**src/rtl/mult_pkg.sv**
```systemverilog
// mult_pkg: shared types and sizes for the sequential multiplier.
// Latency: n/a (declarations and combinational helpers only).
// Backpressure: n/a.
package mult_pkg;

  localparam int DATA_W = 64;
  localparam int CNT_W  = 6;
  localparam int PROD_W = 2 * DATA_W;

  typedef enum logic [1:0] {
    OP_MUL   = 2'b00,
    OP_UMULH = 2'b01,
    OP_SMULH = 2'b10,
    OP_RSVD  = 2'b11
  } op_e;

  typedef enum logic [1:0] {
    ST_IDLE = 2'b00,
    ST_RUN  = 2'b01,
    ST_DONE = 2'b10
  } state_e;

  // Magnitude of a two's-complement operand; -2^63 maps to 2^63, which is
  // still exact when read back as unsigned.
  function automatic logic [DATA_W-1:0] absVal(input logic [DATA_W-1:0] v);
    return v[DATA_W-1] ? ((~v) + DATA_W'(1)) : v;
  endfunction

endpackage

```
**src/rtl/cond_negate128.sv**
```systemverilog
// cond_negate128: optional two's-complement negation of a 128-bit product.
// Latency: combinational.
// Backpressure: none.
module cond_negate128
  import mult_pkg::*;
(
  input  logic [PROD_W-1:0] inVal,
  input  logic              negate,
  output logic [PROD_W-1:0] outVal
);

  // Invert-and-increment only when the operand signs differed.
  assign outVal = negate ? ((~inVal) + PROD_W'(1)) : inVal;

endmodule

```
**src/rtl/seq_multiplier.sv**
```systemverilog
// seq_multiplier: radix-2 shift-add 64x64 multiplier returning the MUL / UMULH / SMULH half.
// Latency: Start accepted at edge k -> Done high for the cycle after edge k+64, operand-independent.
// Backpressure: none; Start ignored while Busy, Start held in Done chains the next op.
// Build option: define SEQ_MULTIPLIER_SIGNED_EN for SMULH; otherwise Op 10 returns 0 like Op 11.
module seq_multiplier
  import mult_pkg::*;
(
  input  logic              Clk,
  input  logic              Reset,
  input  logic              Start,
  input  logic [1:0]        Op,
  input  logic [DATA_W-1:0] BusA,
  input  logic [DATA_W-1:0] BusB,
  input  logic [4:0]        RWIn,
  output logic              Busy,
  output logic              Done,
  output logic [DATA_W-1:0] Result,
  output logic [4:0]        RWOut,
  output logic              RegWrOut
);

  state_e            state, nextState;
  logic              accept;
  logic              lastIter;
  op_e               opReg;
  logic [CNT_W-1:0]  iterCnt;
  logic [DATA_W-1:0] mplier;
  logic [PROD_W-1:0] mcand;
  logic [PROD_W-1:0] acc;
  logic [PROD_W-1:0] accStep;
  logic [PROD_W-1:0] prodFinal;
  logic [DATA_W-1:0] resultSel;
  logic [DATA_W-1:0] loadA;
  logic [DATA_W-1:0] loadB;

`ifdef SEQ_MULTIPLIER_SIGNED_EN
  logic isSigned;
  logic negReg;

  // Signed ops run on magnitudes; the sign is restored on the final product.
  assign isSigned = (op_e'(Op) == OP_SMULH);
  assign loadA    = isSigned ? absVal(BusA) : BusA;
  assign loadB    = isSigned ? absVal(BusB) : BusB;

  cond_negate128 uNeg (
    .inVal  (accStep),
    .negate (negReg),
    .outVal (prodFinal)
  );
`else
  assign loadA     = BusA;
  assign loadB     = BusB;
  assign prodFinal = accStep;
`endif

  // One partial-product accumulation per RUN cycle, LSB of multiplier first.
  assign accStep  = mplier[0] ? (acc + mcand) : acc;
  assign lastIter = (iterCnt == {CNT_W{1'b1}});
  assign RegWrOut = Done;

  // FSM state register.
  always_ff @(posedge Clk or posedge Reset) begin
    if (Reset) state <= ST_IDLE;
    else       state <= nextState;
  end

  // Next-state decode, status outputs and the operand-accept strobe.
  always_comb begin
    nextState = state;
    Busy      = 1'b0;
    Done      = 1'b0;
    accept    = 1'b0;
    case (state)
      ST_IDLE: begin
        if (Start) begin
          nextState = ST_RUN;
          accept    = 1'b1;
        end
      end
      ST_RUN: begin
        Busy = 1'b1;
        if (lastIter) nextState = ST_DONE;
      end
      ST_DONE: begin
        Done = 1'b1;
        if (Start) begin
          nextState = ST_RUN;
          accept    = 1'b1;
        end else begin
          nextState = ST_IDLE;
        end
      end
      default: nextState = ST_IDLE;
    endcase
  end

  // Pick the requested product half; reserved encodings yield zero.
  always_comb begin
    resultSel = '0;
    case (opReg)
      OP_MUL:   resultSel = prodFinal[DATA_W-1:0];
      OP_UMULH: resultSel = prodFinal[PROD_W-1:DATA_W];
`ifdef SEQ_MULTIPLIER_SIGNED_EN
      OP_SMULH: resultSel = prodFinal[PROD_W-1:DATA_W];
`endif
      default:  resultSel = '0;
    endcase
  end

  // Operand capture on accept, shift-add iteration in RUN, result latch on the last step.
  always_ff @(posedge Clk or posedge Reset) begin
    if (Reset) begin
      acc     <= '0;
      mcand   <= '0;
      mplier  <= '0;
      iterCnt <= '0;
      opReg   <= OP_MUL;
      RWOut   <= '0;
      Result  <= '0;
`ifdef SEQ_MULTIPLIER_SIGNED_EN
      negReg  <= 1'b0;
`endif
    end else if (accept) begin
      acc     <= '0;
      mcand   <= {{DATA_W{1'b0}}, loadA};
      mplier  <= loadB;
      iterCnt <= '0;
      opReg   <= op_e'(Op);
      RWOut   <= RWIn;
`ifdef SEQ_MULTIPLIER_SIGNED_EN
      negReg  <= isSigned & (BusA[DATA_W-1] ^ BusB[DATA_W-1]);
`endif
    end else if (state == ST_RUN) begin
      acc     <= accStep;
      mcand   <= mcand << 1;
      mplier  <= mplier >> 1;
      iterCnt <= iterCnt + CNT_W'(1);
      if (lastIter) Result <= resultSel;
    end
  end

endmodule

```
**config.mk**
```make
export PLATFORM = sky130hd
export DESIGN_NAME = seq_multiplier
export DESIGN_NICKNAME = d
export VERILOG_FILES = /design/src/rtl/mult_pkg.sv /design/src/rtl/cond_negate128.sv /design/src/rtl/seq_multiplier.sv
export SDC_FILE = /design/constraint.sdc
export NUM_CORES = 1
export LEC_CHECK = 0
export BUFFER_PORTS_ARGS = -buffer_cell sky130_fd_sc_hd__clkbuf_2
export CORE_MARGIN = 4
export CORE_UTILIZATION = 40
export CTS_CLUSTER_SIZE = 30
export DETAILED_ROUTE_END_ITERATION = 10
export GPL_TIMING_DRIVEN = 0
export SLEW_MARGIN = 30
export SYNTH_ARGS = -nofsm -noshare
export SYNTH_HDL_FRONTEND = slang
export SYNTH_HIERARCHICAL = 1
export SYNTH_SLANG_ARGS = --single-unit
export TNS_END_PERCENT = 20
```
**constraint.sdc**
```tcl
create_clock -name Clk -period 27.1 [get_ports Clk]
set_clock_uncertainty 0.15 [all_clocks]
set_input_delay 5.42 -clock Clk [delete_from_list [all_inputs] [get_ports Clk]]
set_output_delay 5.42 -clock Clk [all_outputs]
set_load 0.05 [all_outputs]
```
Word level (Yosys, flattened, before mapping):

Index checks and enable logic that the tools add are counted.

* add/sub/neg operators: 2
* multipliers: 0
* div/mod/pow operators: 0
* $lt $le $gt $ge: 0
* equality and inequality tests: 6
* shifts and indexed selects: 0
* muxes and demuxes: 18
* bitwise operators: 1
* reductions and logical operators: 6

Operator list (number)
* 2-to-1 mux 128 bit: 5
* adder 128 bit: 1
* 2-to-1 mux 64 bit: 2
* one-hot mux 64 bit (2 select lines): 1
* 2-to-1 mux 6 bit: 2
* adder 6 x 1 -> 6 bit, second input constant: 1
* equality test 6 bit, second input constant: 1
* one-hot mux 2 bit (3 select lines): 1
* 2-to-1 mux 1 bit: 5
* equality test 2 x 1 -> 1 bit, second input constant: 2
* logical NOT 2 bit: 2
* 2-to-1 mux 2 bit: 2
* inequality test 2 bit, second input constant: 2
* AND reduction 3 bit: 1
* equality test 2 bit, second input constant: 1
* AND reduction 2 bit: 1
* nonzero test 2 bit: 1
* OR reduction 2 bit: 1
* NOT 1 bit: 1

* register bits: 399
* bits in latches: 0
* bits in writable memories: 0
* memory bits (read-only): 0
* bits of input ports: 138
* output and inout port bits: 72
* word-level logic and storage cells: 41
* memories: 0

Longest topological paths before layout:

Gate-level depths: netlist (run 1).

* depth in word-level cells: 5
* gate-level depth with buffers: 15
* depth with buffers taken out: 15

Worst setup path before layout (run 1):

OpenSTA, ideal clock, no wires.

* path kind: register to output
* start: register state[1]
* end: output Busy
* arrival: 1.545 ns
* data required time: 21.530 ns
* slack: 19.985 ns
* stages on the path, launching flop included: 5
* path buffers: 2
* path through: dfrtp_1 -> nand2b_1 -> inv_2 -> clkbuf_1 -> clkbuf_1

* word-level cells in the longest chain between the ends: 2

RTL lines
* start, declared: RTL line seq_multiplier.sv:22 `state_e state, nextState;`
* start signal, assigned: RTL line seq_multiplier.sv:64 `else state <= nextState;`
* equality test 2 x 1 -> 1 bit: RTL line seq_multiplier.sv:73 `case (state)`
* 2-to-1 mux 1 bit: RTL line seq_multiplier.sv:73
* end, declared: RTL line seq_multiplier.sv:15 `output logic Busy,`

No other way between the ends.

Worst setup path in the final report (run 1):

Same ends and word-level chain as after synthesis.

==> results.md, run 1 <==
* Main combinational cell family by area after synthesis: compound AO/OA/AOI/OAI gates
* Final setup TNS at 0 ns
* Die Y at between 200 and 300 um
* DR DRC count at 0
* Area growth from synthesis to layout at 15.3%
* Root buffer cell: clkbuf_16
* Rel. slew slack at 0.274
* Synth Area in XOR/XNOR at 0.0420
* Post-Syn Instances at 2956
* Hold Path Depth at 2
* Layout cell share with drive strength beyond 1 at 0.124
* Max frequency at roughly 120 MHz
* Total grt overflow at 0
* Nets at 3486
* Area post-placement at between 20000 and 30000 um2
* Post-synth EDFFs at 0
* Pleak at 13.5 nW
* Seq/Total Area, Yosys at 0.393
* Post-synth design cell area at between 20000 and 30000 um2
* Routed via count at 24820
* Post-synthesis async set-or-reset flop share at 1.00
* Final number of setup-violating endpoints at 0
* Max-Cap Viols at 0
* Worst Setup End Kind: output port
* Outcome: finished clean
* Worst Tran Pin Value at roughly 1.1 ns
* Largest net degree at the start of global routing at 90
* H-tree levels at 2
* Post-synthesis mux area share at 0.0352
* Reg2Reg Depth at 15
* Clock-pin slew on the worst setup and hold paths at 0.06 ns
* Die area at between 60000 and 70000 um2
* Clock sink count at between 300 and 400
* Core outline area at 63000 um2
* Dpl hpwl at approximately 83 mm
* RSZ-0062 raised after global routing: false
* CTS tree: built
* Worst EP required at ~22 ns
* Synth top area share at 0.393
* Peak VDD IR at 0.0597 mV
* Post-CTS sizing at 0
* Synth cell count leaders: 561 x nand2_1, 399 x dfrtp_1, 244 x a21oi_1, 214 x o21ai_0, 161 x clkbuf_1
* Vias in the first global route at around 24000
* Hold Fails Final Rpt at 0
* Syn_area_per_cell at around 8.6 um2
* Max FO, Critical Path at 10
* DRT Wirelength at around 110 mm
* Area leader, netlist: dfrtp_1
* Post-synthesis compound-gate area fraction at 0.259
* CTS Buf Count at 47
* Top post-synthesis cells by area: dfrtp_1 39%, nand2_1 8.3%, ha_1 6.3%, a21oi_1 4.8%, o21ai_0 4.2%
* Number of routed nets with antenna violations at 0
* Ys flop type: dfrtp_1
* Total track usage at 0.309
* DR pass1 iterations at 6
* Crit share post-route at 0.318
* IO Pins at 210
* First-pass GRT wire length at roughly 160 mm
* Crit path DAT at between 3 and 4 ns
* Vias per cell at 6.05
* Synthesized net count at approximately 3200
* Post-Synth Simple-Gate Area at 0.169
* Latest clock arrival within the worst-skew pair at between 0.6 and 0.7 ns
* IO Port Bufs at roughly 210
* Critical path startpoint category: register
* Fin. max-slew vios at 0
* Hold Worst Slack at 0.319 ns
* DR iter-0 viols at between 2000 and 2500
* Initial core utilization at 0.404
* WS Path Type: reg2out
* Global placement routability congestion at 0.986
* Wire per inst at ~26 um
* Die X at between 200 and 300 um
* PwrDens at ~140 nW/um2
* Crit path time final at between 8 and 9 ns
* Design area at between 20000 and 30000 um2
* FP Rows at between 90 and 100
* Yosys reg bits at between 300 and 400
* Initial antenna violation count at 3
* Post-layout total power at between 4 and 5 mW
* Class of the worst hold path: reg2reg
* Synth cell types at 97
* Maximum clock path buffer count at 3
* Setup Buffers After CTS at 0
* Hold Buf Count CTS at 0
* Number of synthesis warnings at 6
* Post-Synth Adder-Cell Area at 0.0638
* Count leader, synth: nand2_1
-- power by group --
part           total [mW]  leakage (nW)  switching (mW)  internal, mW
logic                2.53          7.60            1.71         0.817
registers            1.05          5.12           0.218         0.834
clock network       0.667         0.786           0.274         0.393
-- cells by family after synthesis --
kind of cell,after synthesis
compound gates,989
xor+xnor,122
buf+inv,246
fa+ha+maj,129
flops,399
mux,85
simple gates,986
-- critical path, cell delays in order, from the launching register on --
cell      delay (ns)
dfrtp_1         0.37
nand2b_1        0.17
inv_2           0.27
clkbuf_1        0.66
clkbuf_2        0.58
clkbuf_2        0.38
-- through the flow --
stage               utilization  worst slack, ns  std cells
global route              0.466            18.44       4102
finish                    0.466            18.49       4103
floorplan                     -            10.43       2956
CTS                       0.465            18.47       4102
detailed placement        0.440            18.49       4016
global placement          0.437             5.70       4011
-- cell type report --
class                      instances  area [um2]
antenna                            1        2.50
inverter                          47         184
clock inverter                    15         174
fill                            6153       33600
timing repair buffer             214        1180
tap                              846        1060
sequential                       399        9980
multi-input combinational       2311       14500
buffer                           199         816
clock buffer                      71        1430
-- per-layer routing --
layer / track usage / wire (um)
met5: 0 / 13
met4: 0.102 / 3980
met3: 0.0665 / 9300
met2: 0.489 / 47800
met1: 0.421 / 45600
-- state kept, by name, summed over array words and instances (netlist names) --
register and flops:
RWOut 5, Result 64, acc 128, iterCnt 6
mcand 128, mplier 64, opReg 2, state 2
-- placed cells by master (no fill, tap or decap), drive strengths merged, types with 23 or more instances in the layout --
master / n
nand3: 81
a21o: 60
inv: 49
xnor2: 73
o221ai: 23
xor2: 49
o21bai: 31
mux2i: 68
a22o: 109
o21ai: 226
nor2: 145
nand2: 563
clkbuf: 443
a22oi: 125
and3: 23
buf: 41
a21oi: 248
nand4: 64
ha: 128
nor3: 40
dfrtp: 399
-- worst paths after layout --
check / end / slack (ns) / from
setup / recovery: Busy / 18.49 / state[1]
hold / removal: Result[32] / 0.32 / Result[32]
setup reg to reg: Result[14] / 21.86 / acc[0]
hold reg to reg: Result[32] / 0.32 / Result[32]
max in group asynchronous: mcand[119] / 20.65 / Reset
min in group asynchronous: mplier[56] / 4.64 / Reset
(Power assumes the default switching activity.)
==> inputs of run 2 (changes only) <==
==> constraint.sdc (replaced) <==
create_clock -name Clk -period 7.15 [get_ports Clk]
set_clock_uncertainty 0.15 [all_clocks]
set_input_delay 1.43 -clock Clk [delete_from_list [all_inputs] [get_ports Clk]]
set_output_delay 1.43 -clock Clk [all_outputs]
set_load 0.05 [all_outputs]
==> run 2 against run 1 <==
Effect of this change: final cell count rose by 0.37%; largest power group unchanged; highest routed layer unchanged; largest cell class unchanged; global-route usage rose by 0.31 points; die area did not move; setup slack got worse by 17 ns.
==> results.md, run 2 (same netlist as run 1, synthesis figures left out) <==
* Latest clock arrival within the worst-skew pair at 0.60 ns (was 0.61 ns)
* Clock sink count at 399 (unchanged)
* Fin. max-slew vios at 0 (unchanged)
* Die area at 67600 um2 (unchanged)
* Max-Cap Viols at 0 (unchanged)
* Worst Tran Pin Value at 1.10 ns (was 1.09 ns)
* Root buffer cell: clkbuf_16 (unchanged)
* Largest net degree at the start of global routing at 31 (was 90)
* IO Port Bufs at 209 (unchanged)
* Crit path DAT at 5.48 ns (was 3.04 ns)
* Hold Fails Final Rpt at 0 (unchanged)
* Routed via count at 24940 (was 24820)
* Area post-placement at 27900 um2 (was 27700 um2)
* Placed Cells incl. Taps at 4028 (was 4016)
* Util after Layout at 0.470 (was 0.466)
* Clock-pin slew on the worst setup and hold paths at 0.06 ns (about the same)
* Non-Filler Instances at 4118 (was 4103)
* Hold Buf Count CTS at 0 (unchanged)
* Critical path startpoint category: register (unchanged)
* Post-CTS sizing at 0 (unchanged)
* Max FO, Critical Path at 5 (was 10)
* Total track usage at 0.312 (was 0.309)
* Class of the worst hold path: reg2reg (unchanged)
* Biggest regs: acc x128, mcand x128 (unchanged)
* Max frequency at 193 MHz
* Final number of setup-violating endpoints at 0 (unchanged)
* Worst EP required at 7.44 ns (was 21.53 ns)
* Initial core utilization at 0.404 (unchanged)
* WS Path Type: reg2reg (was reg2out)
* Die X at 260 um (unchanged)
* Global placement routability congestion at 0.999 (was 0.986)
* Initial antenna violation count at 2 (was 3)
* Layout cell share with drive strength beyond 1 at 0.127 (was 0.124)
* IO Pins at 210 (unchanged)
* Worst Setup End Kind: register (was output port)
* Area growth from synthesis to layout at 16.4% (was 15.3%)
* Vias per cell at 6.06 (was 6.05)
* Core outline area at 63000 um2 (unchanged)
* First-pass GRT wire length at 159 mm (was 157 mm)
* Number of routed nets with antenna violations at 0 (unchanged)
* RSZ-0062 raised after global routing: false (unchanged)
* Design area at 29600 um2 (was 29300 um2)
* Pleak at 13.6 nW (was 13.5 nW)
* Setup Buffers After CTS at 0 (unchanged)
* Post-layout total power at 16.3 mW (was 4.25 mW)
* Crit path time final at 5.19 ns
* Wire per inst at 26.2 um (was 26.0 um)
* CTS tree: built (unchanged)
* Vias in the first global route at 24650 (was 24149)
* H-tree levels at 2 (unchanged)
* DR iter-0 viols at 2593 (was 2460)
* Dpl hpwl at 84.2 mm (was 82.6 mm)
* PwrDens at 550 nW/um2 (was 145 nW/um2)
* Peak VDD IR at 0.257 mV (was 0.0597 mV)
* Rel. slew slack at 0.265 (was 0.274)
* Hold Worst Slack at 0.326 ns (was 0.319 ns)
* ANT cells at 0 (was 1)
* Most frequent cells in the layout: 561 x nand2_1, 399 x dfrtp_1, 244 x a21oi_1, 226 x clkbuf_2, 214 x o21ai_0 (was 561 x nand2_1, 399 x dfrtp_1, 244 x a21oi_1, 230 x clkbuf_2, 214 x o21ai_0)
* Die Y at 260 um (unchanged)
* Total grt overflow at 0 (unchanged)
* Crit share post-route at 0.726
* Nets at 3499 (was 3486)
* DR DRC count at 0 (unchanged)
* Outcome: finished clean (unchanged)
* FP Rows at 92 (unchanged)
* Most common library cell in the layout ignoring fill and taps: nand2_1 (unchanged)
* DRT Wirelength at 108 mm (was 107 mm)
* DR pass1 iterations at 6 (unchanged)
* Maximum clock path buffer count at 3 (unchanged)
* CTS Buf Count at 48 (was 47)
[run 2: cell count changes in the layout (fill, tap and decap cells not counted), sizes merged]
cell,previous run,this run
buf,41,53
clkbuf,443,437
clkinv,8,13
bufinv,3,6
clkinvlp,2,5
diode,1,0
inv,49,48
[run 2: worst paths after layout]
| check | startpoint | endpoint | slack [ns] | cells past startpoint |
|---|---|---|---|---|
| max | acc[0] | Result[14] | 1.96 | 15 |
| min | mplier[21] | mplier[21] | 0.33 | 2 |
| max reg2reg | acc[0] | Result[14] | 1.96 | 15 |
| min reg2reg | mplier[21] | mplier[21] | 0.33 | 2 |
| max in group asynchronous | Reset | mplier[32] | 4.71 | 7 |
| min in group asynchronous | Reset | mcand[81] | 0.74 | 2 |
[run 2: where the power goes]
part,internal [mW],total (mW),switching [mW]
clock,1.57,2.63,1.06
combinational,3.11,9.63,6.51
sequential,3.16,4.00,0.838
[run 2: worst max-delay path: stages (launching register included)]
cell       delay [ns]
dfrtp_1          0.48
ha_1             0.24
inv_1            0.07
fa_1             0.39
and2b_1          0.26
o2111ai_1        0.18
a211oi_1         0.38
o2111a_1         0.40
o211a_1          0.24
nor2_1           0.16
o21ai_1          0.59
a21oi_1          0.19
xnor2_1          0.20
mux2_2           0.29
o21ai_0          0.71
nand2_1          0.10
[run 2: area by class of cell]
type                       instances  area [um2]
fill                            6198       33400
multi-input combinational       2311       14500
sequential                       399        9980
timing repair buffer             226        1400
clock buffer                      65        1380
tap                              846        1060
buffer                           199         811
clock inverter                    25         304
inverter                          47         180
[run 2: layer usage]
layer / track usage / wire (um)
met1: 0.426 / 46800
met2: 0.486 / 47700
met3: 0.0582 / 8530
met4: 0.130 / 5040
met5: 0 / 16
[run 2: stage by stage]
step / setup WS (ns) / setup TNS [ns]
floorplan: 0.198 / 0
global placement: -2.30 / -884.66
detailed placement: 2.07 / 0
CTS: 2.02 / 0
global route: 1.76 / 0
finish: 1.96 / 0
